<file path="src/rtl/rr_arbiter_32.sv">
// rtl/rr_arbiter_32.sv - round-robin arbiter with registered one-hot grant and hold-time limit
// Optional grantee lock is enabled by defining RR_ARB_LOCK_EN.
module rr_arbiter_32 #(
  parameter int N = 32,
  localparam int IDX_W = $clog2(N),
  parameter int MAX_HOLD = 16
) (
  input  logic             clk_i,
  input  logic             rst_ni,
  input  logic [N-1:0]     req_i,
  input  logic             done_i,
`ifdef RR_ARB_LOCK_EN
  input  logic             lock_i,
`endif
  output logic [N-1:0]     gnt_o,
  output logic [IDX_W-1:0] gnt_idx_o,
  output logic             gnt_valid_o,
  output logic             timeout_o
);

  typedef enum logic [1:0] {IDLE, GRANT, RELEASE} state_t;

  localparam int HC_W = (MAX_HOLD > 1) ? $clog2(MAX_HOLD) : 1;
  localparam logic [HC_W-1:0] HOLD_LAST = HC_W'(MAX_HOLD - 1);

  state_t           state, state_nxt;
  logic [IDX_W-1:0] ptr, ptr_nxt, winner, idx_nxt;
  logic [HC_W-1:0]  hold_cnt, hold_nxt;
  logic [N-1:0]     masked, gnt_nxt;
  logic             valid_nxt, timeout_nxt;
  logic             lock, rel_a, rel_b, rel_c, release_now;

`ifdef RR_ARB_LOCK_EN
  assign lock = lock_i;
`else
  assign lock = 1'b0;
`endif

  // Rotating-mask priority encode: lowest request at/above ptr, else lowest overall.
  always_comb begin
    masked = '0;
    for (int k = 0; k < N; k++) masked[k] = req_i[k] && (k >= int'(ptr));
    winner = '0;
    for (int k = N - 1; k >= 0; k--) if (req_i[k]) winner = IDX_W'(k);
    for (int k = N - 1; k >= 0; k--) if (masked[k]) winner = IDX_W'(k);
  end

  assign rel_a       = done_i;
  assign rel_b       = !req_i[gnt_idx_o];
  assign rel_c       = (MAX_HOLD != 0) && !lock && (hold_cnt == HOLD_LAST);
  assign release_now = rel_a || rel_b || rel_c;

  always_ff @(posedge clk_i or negedge rst_ni) begin
    if (!rst_ni) begin
      state       <= IDLE;
      ptr         <= '0;
      hold_cnt    <= '0;
      gnt_o       <= '0;
      gnt_idx_o   <= '0;
      gnt_valid_o <= 1'b0;
      timeout_o   <= 1'b0;
    end else begin
      state       <= state_nxt;
      ptr         <= ptr_nxt;
      hold_cnt    <= hold_nxt;
      gnt_o       <= gnt_nxt;
      gnt_idx_o   <= idx_nxt;
      gnt_valid_o <= valid_nxt;
      timeout_o   <= timeout_nxt;
    end
  end

  always_comb begin
    state_nxt = state;
    case (state)
      IDLE, RELEASE: state_nxt = (|req_i) ? GRANT : IDLE;
      GRANT:         if (release_now) state_nxt = RELEASE;
      default:       state_nxt = IDLE;
    endcase
  end

  always_comb begin
    ptr_nxt     = ptr;
    hold_nxt    = hold_cnt;
    gnt_nxt     = gnt_o;
    idx_nxt     = gnt_idx_o;
    valid_nxt   = gnt_valid_o;
    timeout_nxt = 1'b0;
    case (state)
      IDLE, RELEASE: begin
        if (|req_i) begin
          gnt_nxt   = {{(N-1){1'b0}}, 1'b1} << winner;
          idx_nxt   = winner;
          valid_nxt = 1'b1;
          hold_nxt  = '0;
        end else begin
          gnt_nxt   = '0;
          valid_nxt = 1'b0;
        end
      end
      GRANT: begin
        if (release_now) begin
          gnt_nxt   = '0;
          valid_nxt = 1'b0;
          ptr_nxt   = (gnt_idx_o == IDX_W'(N - 1)) ? '0 : gnt_idx_o + 1'b1;
`ifdef RR_ARB_LOCK_EN
          // A locked grantee finishing keeps priority; a dropped request never does.
          if (rel_a && lock && !rel_b) ptr_nxt = gnt_idx_o;
`endif
          timeout_nxt = rel_c && !rel_a && !rel_b;
        end else if (!lock) begin
          hold_nxt = hold_cnt + 1'b1;
        end
      end
      default: begin
        gnt_nxt   = '0;
        valid_nxt = 1'b0;
      end
    endcase
  end

endmodule

</file>
<file path="config.mk">
export PLATFORM = sky130hd
export DESIGN_NAME = rr_arbiter_32
export DESIGN_NICKNAME = d
export VERILOG_FILES = /design/src/rtl/rr_arbiter_32.sv
export SDC_FILE = /design/constraint.sdc
export NUM_CORES = 1
export LEC_CHECK = 0
export ABC_AREA = 0
export CAP_MARGIN = 20
export CORE_MARGIN = 1
export CORE_UTILIZATION = 36
export CTS_BUF_LIST = sky130_fd_sc_hd__clkbuf_8
export DETAILED_ROUTE_END_ITERATION = 16
export GPL_TIMING_DRIVEN = 1
export PLACE_DENSITY = 0.56
export SYNTH_ARGS = -nofsm -noshare
export SYNTH_HDL_FRONTEND = slang
export SYNTH_SLANG_ARGS = --single-unit
</file>
<file path="constraint.sdc">
create_clock -name clk_i -period 2.75 [get_ports clk_i]
set_input_delay 0.4125 -clock clk_i [delete_from_list [all_inputs] [get_ports clk_i]]
set_output_delay 0.4125 -clock clk_i [all_outputs]
set_load 0.02 [all_outputs]
</file>
==> reports/qor.yml, run 1 <==
status: "complete, no violations"
multiInputGateArea_um2: 2500
synth_warnings: 0
core-area_um2: 10300
startpoint_type: "input port"
grt_start_max_net_pins: 32
grt_use_total: 0.248
nFillCells: 929
grt_pass1_wl_um: 21500
wl_um: 13500
tightest_slew_ns: 0.690
drtIter0Drc: 327
nNetsFinal: 633
dpl.hpwl_um: 10300
cp-startpoint: "req_i[21]"
start_util: 0.371
max-vdd-ir-drop_mv: 0.422
end_kind: "flip-flop"
postSynthCellCount: 423
relSlewSlack: 0.540
firstDrtPassIters: 5
synth-xor-area-share: 0.00457
fin_skew_ns: 0.00872
cts_hold_buffers: 0
yosys_most_used_dff: "dfrtp_1"
ys_async_sr_fraction: 1.00
ys_seq_area_frac: 0.326
clk_path_buf_depth: 2
worstPathArrival_ns: 2.90
required_ns: 2.95
final_area_um2: 5900
setup_viol: 0
setup_ws_ns: 0.0489
io_buffers: 73
synth_adder_area_share: 0.0124
timing.rr.start: "ptr[0]"
vias: 4212
gp_congestion: 0.915
maxCapViolCount: 0
clkTransAtPathRegs_ns: 0.09
register_area_um2: 1250
io_pins: 74
yosys-top-cells-area: "dfrtp_1, a32o_1, mux4_1, nand2_1, o21ai_0"
finalHoldViolCount: 0
finish.utilization: 0.571
yosys.area.top_type: "dfrtp_1"
clk_latency_ns: 0.30
synth.net_count: 461
cts_buffers: 5
post_cts_buffers: 0
synthDistinctLibCells: 73
slew_violations: 0
synth_enable_flop_cells: 0
min_path_type: "input port to asynchronous set/reset pin"
syn_area_per_cell_um2: 9.06
hold_slack_ns: 0.146
dieArea_um2: 11100
dieHeight_um: 105
first_global_vias: 4029
min_period_over_period: 0.982
vias_per_cell: 5.75
synthMuxAreaShare: 0.0790
wl_per_cell_um: 18.5
grt_overflow_total: 0
drcViolationCount: 0
cts_sinks: 50
die_x_um: 105
synthDominantCellAreaShare: 0.326
p_leak_nw: 2.52
rows: 37
synth-compound-area-share: 0.298
ant_nets: 0
crit_type: "input port to flip-flop"
synth_top_family_by_area: "compound AO/OA/AOI/OAI gates"
drive_gt1_frac: 0.310
syn-cell-area_um2: 3830
synth_seq_cells: 50
clockRootBuffer: "clkbuf_8"
fin_crit_ns: 2.70
power_density_nw_per_um2: 773
rsz0062_at_grt: "yes"
cts_max_level: 2
insertedDiodeCount: 0
area_delta_synth_final_pct: 53.8
postPlaceCellArea_um2: 5620
synthSimpleGateAreaFrac: 0.220
fmax_ghz: 0.370
cp_max_fo: 8
preCtsSetupSlack_ns: -0.306
antenna_found_initial: 0
cts_tree: "yes"
[worst max-delay path: stages]
cell and delay [ns]:
clkdlybuf4s50_1 0.44, buf_4 0.17, or3_1 0.34, o211ai_1 0.26
nand4_1 0.18, a211oi_2 0.38, o31ai_4 0.16, o21a_2 0.30
a32o_1 0.25
[report_power, final]
part           internal [mW]  switching, mW
clock                  0.268          0.242
sequential             0.866          0.116
combinational           1.47           1.60
total                   2.61           1.95
[synth_stat cells, types with 7 or more instances]
library cell and n:
inv_1 13, o21ai_0 23, nor2b_1 14, nor3_1 8, nand3_1 12, nor4_1 11, buf_2 13, nor2_1 30
nand2_1 34, and2_1 7, a32o_1 24, a22o_1 9, a31oi_1 8, a21oi_1 20, nand2b_1 7, dfrtp_1 50
o21a_1 7, nand4_1 7
[metal layers]
metal  part of all wire  wire (um)  up-vias  track usage
met5                  0          0        -            0
met3              0.047        635       17       0.0474
met1               0.48       6440     2088        0.355
li1                   -          -     1976            -
met4              0.015        207        0       0.0553
met2               0.46       6230      131        0.384
[state kept, by name (all words and copies together), names as in the netlist]
name and flops:
gnt_o 32, hold_cnt 4, ptr 5, gnt_idx_o 5, timeout_o 1, gnt_valid_o 1
state 2
[cells by family after synthesis]
| logic type | count (synthesis) |
|---|---|
| adder cells (fa/ha/maj) | 4 |
| XOR/XNOR | 2 |
| AND/OR/NAND/NOR | 157 |
| buffers and inverters | 42 |
| AO/OA/AOI/OAI | 152 |
| multiplexers | 16 |
| flip-flops | 50 |
[timing repair]
| item | in CTS | in global routing |
|---|---|---|
| setup endpoints to repair | 8 | 39 |
| gates cloned | 0 | 0 |
| resized for setup | 2 | 43 |
| hold endpoints to repair | 0 | 0 |
| pin swaps | 0 | 6 |
[placed cells by master (no fill, tap or decap), drive strengths merged, types with 3 or more instances in the layout]
| cell type | count |
|---|---|
| a211oi | 5 |
| a21boi | 6 |
| a21o | 5 |
| a21oi | 21 |
| a22o | 9 |
| a311oi | 3 |
| a31oi | 8 |
| a32o | 24 |
| and2 | 8 |
| and3 | 5 |
| buf | 122 |
| clkbuf | 5 |
| clkdlybuf4s50 | 67 |
| dfrtp | 50 |
| dlymetal6s2s | 5 |
| ha | 3 |
| inv | 14 |
| mux2 | 3 |
| mux2i | 4 |
| mux4 | 9 |
| nand2 | 34 |
| nand2b | 7 |
| nand3 | 13 |
| nand4 | 7 |
| nor2 | 31 |
| nor2b | 14 |
| nor3 | 8 |
| nor3b | 3 |
| nor4 | 11 |
| o211ai | 5 |
| o21a | 7 |
| o21ai | 30 |
| o21bai | 5 |
| o22ai | 3 |
| o31ai | 5 |
| or2 | 5 |
[metrics by stage]
stage / power, mW / setup TNS [ns] / instances
2_1_floorplan: 2.54 / 0 / 423
3_3_place_gp: 3.87 / -10.96 / 724
3_5_place_dp: 3.90 / -11.43 / 724
4_1_cts: 4.43 / 0 / 732
5_1_grt: 4.81 / -0.291 / 732
6_report: 4.56 / 0 / 732
[final cells by class]
cell class | count | area share
clock inverters | 3 | 0.00700
flip-flops and latches | 50 | 0.213
repair buffers | 194 | 0.308
inverters | 13 | 0.00828
multi-input cells | 331 | 0.424
clock buffers | 5 | 0.0117
well taps | 136 | 0.0289
[path summary, 6_finish.rpt]
kind	end	slack (ns)	depth (start not counted)
setup / recovery	gnt_o[17]	0.05	9
hold / removal	gnt_valid_o	0.15	1
setup reg to reg	gnt_o[17]	0.07	11
hold reg to reg	hold_cnt[3]	0.49	1
max in group asynchronous	ptr[4]	1.97	2
min in group clk_i	hold_cnt[3]	0.49	1
Note: power is estimated with default switching activity, not from simulation.
==> inputs of run 2 (changes only) <==
--- a/config.mk
+++ b/config.mk
@@ -8,11 +8,11 @@
 export ABC_AREA = 0
 export CAP_MARGIN = 20
 export CORE_MARGIN = 1
-export CORE_UTILIZATION = 36
+export CORE_UTILIZATION = 30
 export CTS_BUF_LIST = sky130_fd_sc_hd__clkbuf_8
 export DETAILED_ROUTE_END_ITERATION = 16
 export GPL_TIMING_DRIVEN = 1
-export PLACE_DENSITY = 0.56
+export PLACE_DENSITY = 0.48
 export SYNTH_ARGS = -nofsm -noshare
 export SYNTH_HDL_FRONTEND = slang
 export SYNTH_SLANG_ARGS = --single-unit
==> run 2 against run 1 <==
Combinational power hardly changed. Clock power is 7.5% higher. Hold slack worse by 0.043 ns. Largest cell class unchanged. Critical endpoint is now gnt_o[31].
==> reports/qor.yml, run 2 (synthesized netlist as in run 1, its figures left out) <==
register_area_um2: 1250  # unchanged
vias: 4197  # -0.36%
min_path_type: "input port to asynchronous set/reset pin"
clockRootBuffer: "clkbuf_8"
slowest_delay_ns: 0.50  # +0.06 ns
slowest_stage: "clkdlybuf4s50_1"
worstPathArrival_ns: 2.91  # about the same
largest_reg_flops: 32  # unchanged
p_seq_frac: 0.215  # about the same
first_global_vias: 4109  # +2.0%
dpl.hpwl_um: 10900  # +5.6%
antenna_found_initial: 0  # unchanged
fin_skew_ns: 0.0119  # +0.00323 ns
postPlaceCellArea_um2: 5690  # +1.2%
crit_family: "simple AND/OR/NAND/NOR gates"
clkTransAtPathRegs_ns: 0.09  # about the same
crit_type: "input port to flip-flop"
grt_start_max_net_pins: 27  # -16%
required_ns: 2.99  # +0.04 ns
drive_gt1_frac: 0.334  # +0.0240
fin_crit_ns: 2.66  # -0.0390 ns
clk_latency_ns: 0.30  # about the same
startpoint_type: "input port"
finalHoldViolCount: 0  # unchanged
sw_frac_of_total: 0.420  # -0.00815
dieArea_um2: 13200  # +20%
place_inst: 765  # +5.7%
setup_viol: 0  # unchanged
maxCapViolCount: 0  # unchanged
p_int_mw: 2.68  # +3.0%
cp_max_fo: 5  # -3
cts_buffers: 5  # unchanged
fmax_ghz: 0.376  # +1.5%
multiInputGateArea_um2: 2520  # +1.0%
rows: 40  # +8.1%
dieHeight_um: 115  # +9.4%
crit_cells: 10  # +1
vias_per_cell: 5.39  # -6.2%
clockPowerShare: 0.118  # +0.006
power_density_nw_per_um2: 765  # -1.1%
cts_tree: "yes"
firstDrtPassIters: 5  # unchanged
grt_use_total: 0.214  # -0.0336
crit_chain: "clkdlybuf4s50_1 > buf_4 > nor4_1 > a2bb2oi_2 > a211oi_2 > a211oi_2 > or3_1 > nor4b_4 > buf_4 > a22o_1"
cts_sinks: 50  # unchanged
ant_nets: 0  # unchanged
relSlewSlack: 0.608  # +0.0684
min_period_over_period: 0.968  # -0.0142
nNetsFinal: 647  # +2.2%
drtIter0Drc: 255  # -22%
final_cell_mix: "buf_4, clkdlybuf4s50_1, dfrtp_1"
cts_max_level: 2  # unchanged
wl_per_cell_um: 18.1  # -2.1%
core-area_um2: 12200  # +18%
grt_overflow_total: 0  # unchanged
final_common_cell: "buf_4"
gp_congestion: 0.932  # +1.8%
drcViolationCount: 0  # unchanged
top_regs: "gnt_o: 32 flops, gnt_idx_o: 5 flops, ptr: 5 flops"
area_delta_synth_final_pct: 58.0
final_cells: 778  # +6.3%
p_comb_frac: 0.667  # -0.006
tightest_slew_ns: 0.588  # -0.103 ns
nFillCells: 1177  # +27%
max-vdd-ir-drop_mv: 0.435  # +3.2%
start_util: 0.314  # -0.0574
crit_buf_inv: 3  # +1
regMostFlops: "gnt_o"
grt_pass1_wl_um: 21800  # +1.2%
final_area_um2: 6060  # +2.8%
end_kind: "flip-flop"
switchingPower_mw: 1.95  # -0.35%
p_leak_nw: 2.65  # +5.2%
io_pins: 74  # unchanged
insertedDiodeCount: 0  # unchanged
slew_violations: 0  # unchanged
clk_path_buf_depth: 2  # unchanged
r2r_cells: 9  # -2
die_x_um: 115  # +9.4%
status: "complete, no violations"
io_buffers: 73  # unchanged
wl_um: 14100  # +4.0%
## run 2: changes by cell type in the layout (fill, tap and decap cells not counted), moves of 3 or more
cell	delta
buf_4	+16
clkdlybuf4s50_1	-6
dlymetal6s2s_1	+6
buf_12	-3
## run 2: worst register-to-register path: cells and delay by family (launching register included)
kind / cells / cell delay (ns)
muxes: 2 / 1.03
and+or+nand+nor: 3 / 0.47
DFF: 1 / 0.41
buffers and inverters: 2 / 0.32
AOI/OAI and AO/OA: 2 / 0.30
## run 2: power groups by stage
stage / registers (mW) / logic [mW] / clock network, mW
after floorplan: 1.04 / 1.50 / 0
after global placement: 1.01 / 2.91 / 0
after detailed placement: 1.01 / 2.91 / 0
after CTS: 0.996 / 2.97 / 0.561
after global routing: 1.01 / 3.32 / 0.599
final: 0.995 / 3.09 / 0.548
## run 2: per-stage QoR
| step | hold slack (ns) | power [mW] | util | setup TNS, ns | setup WS [ns] |
|---|---|---|---|---|---|
| 5_1_grt | 0.135 | 4.93 | 0.496 | -0.0116 | -0.0116 |
| 3_3_place_gp | 0.452 | 3.92 | 0.466 | -13.71 | -0.420 |
| 6_report | 0.104 | 4.63 | 0.496 | 0 | 0.0879 |
| 2_1_floorplan | 0.117 | 2.54 | - | 0 | 0.0680 |
| 3_5_place_dp | 0.454 | 3.92 | 0.466 | -15.45 | -0.490 |
| 4_1_cts | 0.117 | 4.52 | 0.478 | -0.0185 | -0.0185 |
## run 2: routing by layer
metal  GRT usage  vias up  part of all wire
met5           0        -                 0
met4      0.0251        0            0.0058
met3      0.0316        6             0.054
met2       0.347      130              0.46
met1       0.310     2053              0.48
li1            -     2008                 -
## run 2: cell type report
class / instances / area share
multi-input cells: 331 / 0.417
flip-flops and latches: 50 / 0.207
clock buffers: 6 / 0.0136
clock inverters: 2 / 0.00640
well taps: 168 / 0.0347
inverters: 13 / 0.00805
repair buffers: 208 / 0.314
## run 2: what timing repair did
| item | CTS | global route |
|---|---|---|
| gates cloned | 0 | 0 |
| setup endpoints to repair | 34 | 40 |
| resized for setup | 9 | 48 |
| setup buffers | 1 | 4 |
| hold buffers | 0 | 0 |
| pin swaps | 1 | 13 |
## run 2: path summary, 6_finish.rpt
kind                               end  slack, ns    startpoint
setup / recovery             gnt_o[31]       0.09      req_i[6]
hold / removal             hold_cnt[2]       0.10        rst_ni
setup reg to reg             gnt_o[25]       0.10  gnt_idx_o[1]
hold reg to reg            gnt_valid_o       0.49   gnt_valid_o
max in group asynchronous    gnt_o[30]       1.91        rst_ni
min in group clk_i         gnt_valid_o       0.49   gnt_valid_o
==> inputs of run 3 (changes only) <==
==> constraint.sdc (replaced) <==
create_clock -name clk_i -period 2.7 [get_ports clk_i]
set_input_delay 0.405 -clock clk_i [delete_from_list [all_inputs] [get_ports clk_i]]
set_output_delay 0.405 -clock clk_i [all_outputs]
set_load 0.02 [all_outputs]
==> run 3 against run 2 <==
Setup slack worse by 0.028 ns. First-iteration DRC count is 36% higher. Hold slack better by 0.39 ns. Sequential share of layout area is 0.42 points lower. Clock-buffer cell count is 1 lower. Critical path type unchanged.
==> reports/qor.yml, run 3 (synthesized netlist as in run 1, its figures left out) <==
io_buffers: 73  # unchanged
relSlewSlack: 0.672  # +0.0635
drtIter0Drc: 347  # +36%
maxCapViolCount: 0  # unchanged
cts_tree: "yes"
rsz0062_at_grt: "yes"
slew_violations: 0  # unchanged
final_common_cell: "buf_4"
end_kind: "flip-flop"
regMostFlops: "gnt_o"
finalHoldViolCount: 0  # unchanged
io_pins: 74  # unchanged
tightest_slew_ns: 0.492  # -0.0953 ns
power_density_nw_per_um2: 777  # +1.6%
min_path_type: "flip-flop to flip-flop"
antenna_found_initial: 0  # unchanged
max-vdd-ir-drop_mv: 0.438  # +0.61%
core-area_um2: 12200  # unchanged
setup_viol: 0  # unchanged
worstPathArrival_ns: 2.85  # -0.06 ns
vias: 4246  # +1.2%
totalPowerFinal_mw: 4.80  # +3.7%
clkTransAtPathRegs_ns: 0.10  # about the same
timing.rr.start: "ptr[0]"
sw_frac_of_total: 0.429  # +0.00840
crit_type: "input port to flip-flop"
p_leak_nw: 2.67  # +0.53%
p_int_mw: 2.74  # +2.2%
gp_congestion: 0.953  # +2.3%
cts_max_level: 2  # unchanged
drive_gt1_frac: 0.370  # +0.0353
cp-startpoint: "req_i[8]"
min_period_over_period: 0.978
fin_skew_ns: 0.00466  # -0.00729 ns
start_util: 0.314  # unchanged
required_ns: 2.91  # -0.08 ns
ant_nets: 0  # unchanged
rows: 40  # unchanged
clk_path_buf_depth: 2  # unchanged
firstDrtPassIters: 4  # -1
die_x_um: 115  # unchanged
p_seq_frac: 0.213  # -0.002
p_comb_frac: 0.672  # +0.005
nNetsFinal: 651  # +0.62%
dpl.hpwl_um: 10900  # about the same
wl_um: 14300  # +1.9%
insertedDiodeCount: 0  # unchanged
startpoint_type: "input port"
hold_slack_ns: 0.491  # +0.388 ns
fmax_ghz: 0.379
clk_latency_ns: 0.31  # about the same
grt_overflow_total: 0  # unchanged
grt_use_total: 0.219  # +0.00482
clockRootBuffer: "clkbuf_8"
cts_buffers: 5  # unchanged
area_delta_synth_final_pct: 61.3
top_regs: "gnt_o: 32 flops, gnt_idx_o: 5 flops, ptr: 5 flops"
switchingPower_mw: 2.06  # +5.8%
grt_start_max_net_pins: 40  # +48%
worstHoldStart: "gnt_valid_o"
cts_sinks: 50  # unchanged
fin_crit_ns: 2.64
grt_pass1_wl_um: 22400  # +2.8%
vias_per_cell: 5.43  # +0.65%
drcViolationCount: 0  # unchanged
largest_reg_flops: 32  # unchanged
dieHeight_um: 115  # unchanged
dieArea_um2: 13200  # unchanged
cp_max_fo: 8  # +3
final_cell_mix: "buf_4, clkdlybuf4s50_1, dfrtp_1"
first_global_vias: 4217  # +2.6%
status: "complete, no violations"
clockPowerShare: 0.115  # -0.003
wl_per_cell_um: 18.3  # +1.3%
nFillCells: 1173  # -0.34%
## run 3: cell type report
class                   instances  area [um2]  area share
clock buffers                   5        68.8      0.0111
clock inverters                 3        48.8     0.00789
inverters                      13        48.8     0.00789
multi-input cells             332        2640       0.427
flip-flops and latches         50        1250       0.203
well taps                     168         210      0.0340
repair buffers                211        1920       0.310
## run 3: path summary, 6_finish.rpt
| kind | endpoint | slack (ns) | depth (start not counted) |
|---|---|---|---|
| max | gnt_o[13] | 0.06 | 9 |
| min | gnt_valid_o | 0.49 | 2 |
| max reg2reg | gnt_o[13] | 0.06 | 9 |
| min reg2reg | gnt_valid_o | 0.49 | 2 |
| max in group asynchronous | gnt_o[12] | 1.41 | 3 |
| min in group asynchronous | ptr[3] | 0.50 | 2 |
## run 3: through the flow
| step | cell area [um2] | utilization | setup TNS, ns | instances | worst slack (ns) |
|---|---|---|---|---|---|
| 3_5_place_dp | 5720 | 0.468 | -17.36 | 769 | -0.525 |
| 4_1_cts | 5890 | 0.482 | -0.105 | 778 | -0.0179 |
| 3_3_place_gp | 5720 | 0.468 | -15.74 | 769 | -0.463 |
| 2_1_floorplan | 3830 | - | 0 | 423 | 0.0180 |
| 6_report | 6180 | 0.506 | 0 | 782 | 0.0597 |
| 5_1_grt | 6180 | 0.506 | -0.458 | 782 | -0.0417 |
## run 3: layer usage
| metal | track usage | vias up | share of wire |
|---|---|---|---|
| met5 | 0 | - | 0 |
| met4 | 0.0398 | 0 | 0.012 |
| met3 | 0.0306 | 14 | 0.045 |
| met2 | 0.343 | 130 | 0.46 |
| met1 | 0.322 | 2095 | 0.49 |
| li1 | - | 2007 | - |
## run 3: what timing repair did
action / CTS / global route
hold buffers: 1 / 0
endpoints found under the setup margin: 35 / 43
gates resized for setup: 20 / 66
cloned: 0 / 1
pin swaps: 4 / 17
hold endpoints to repair: 11 / 0
setup buffers: 0 / 3
## run 3: power groups by stage
stage / sequential (mW) / combinational, mW / clock, mW
after CTS: 1.02 / 3.04 / 0.570
after detailed placement: 1.03 / 2.99 / 0
after global placement: 1.03 / 2.98 / 0
final: 1.02 / 3.23 / 0.553
after floorplan: 1.06 / 1.52 / 0
after global routing: 1.03 / 3.45 / 0.602
## run 3: critical path, cell delays in order
cell	delay, ns
clkdlybuf4s50_1	0.66
a21oi_1	0.11
o32a_1	0.32
a2bb2oi_1	0.14
buf_4	0.16
a211oi_2	0.35
o31ai_4	0.16
o21a_2	0.29
a32o_1	0.24
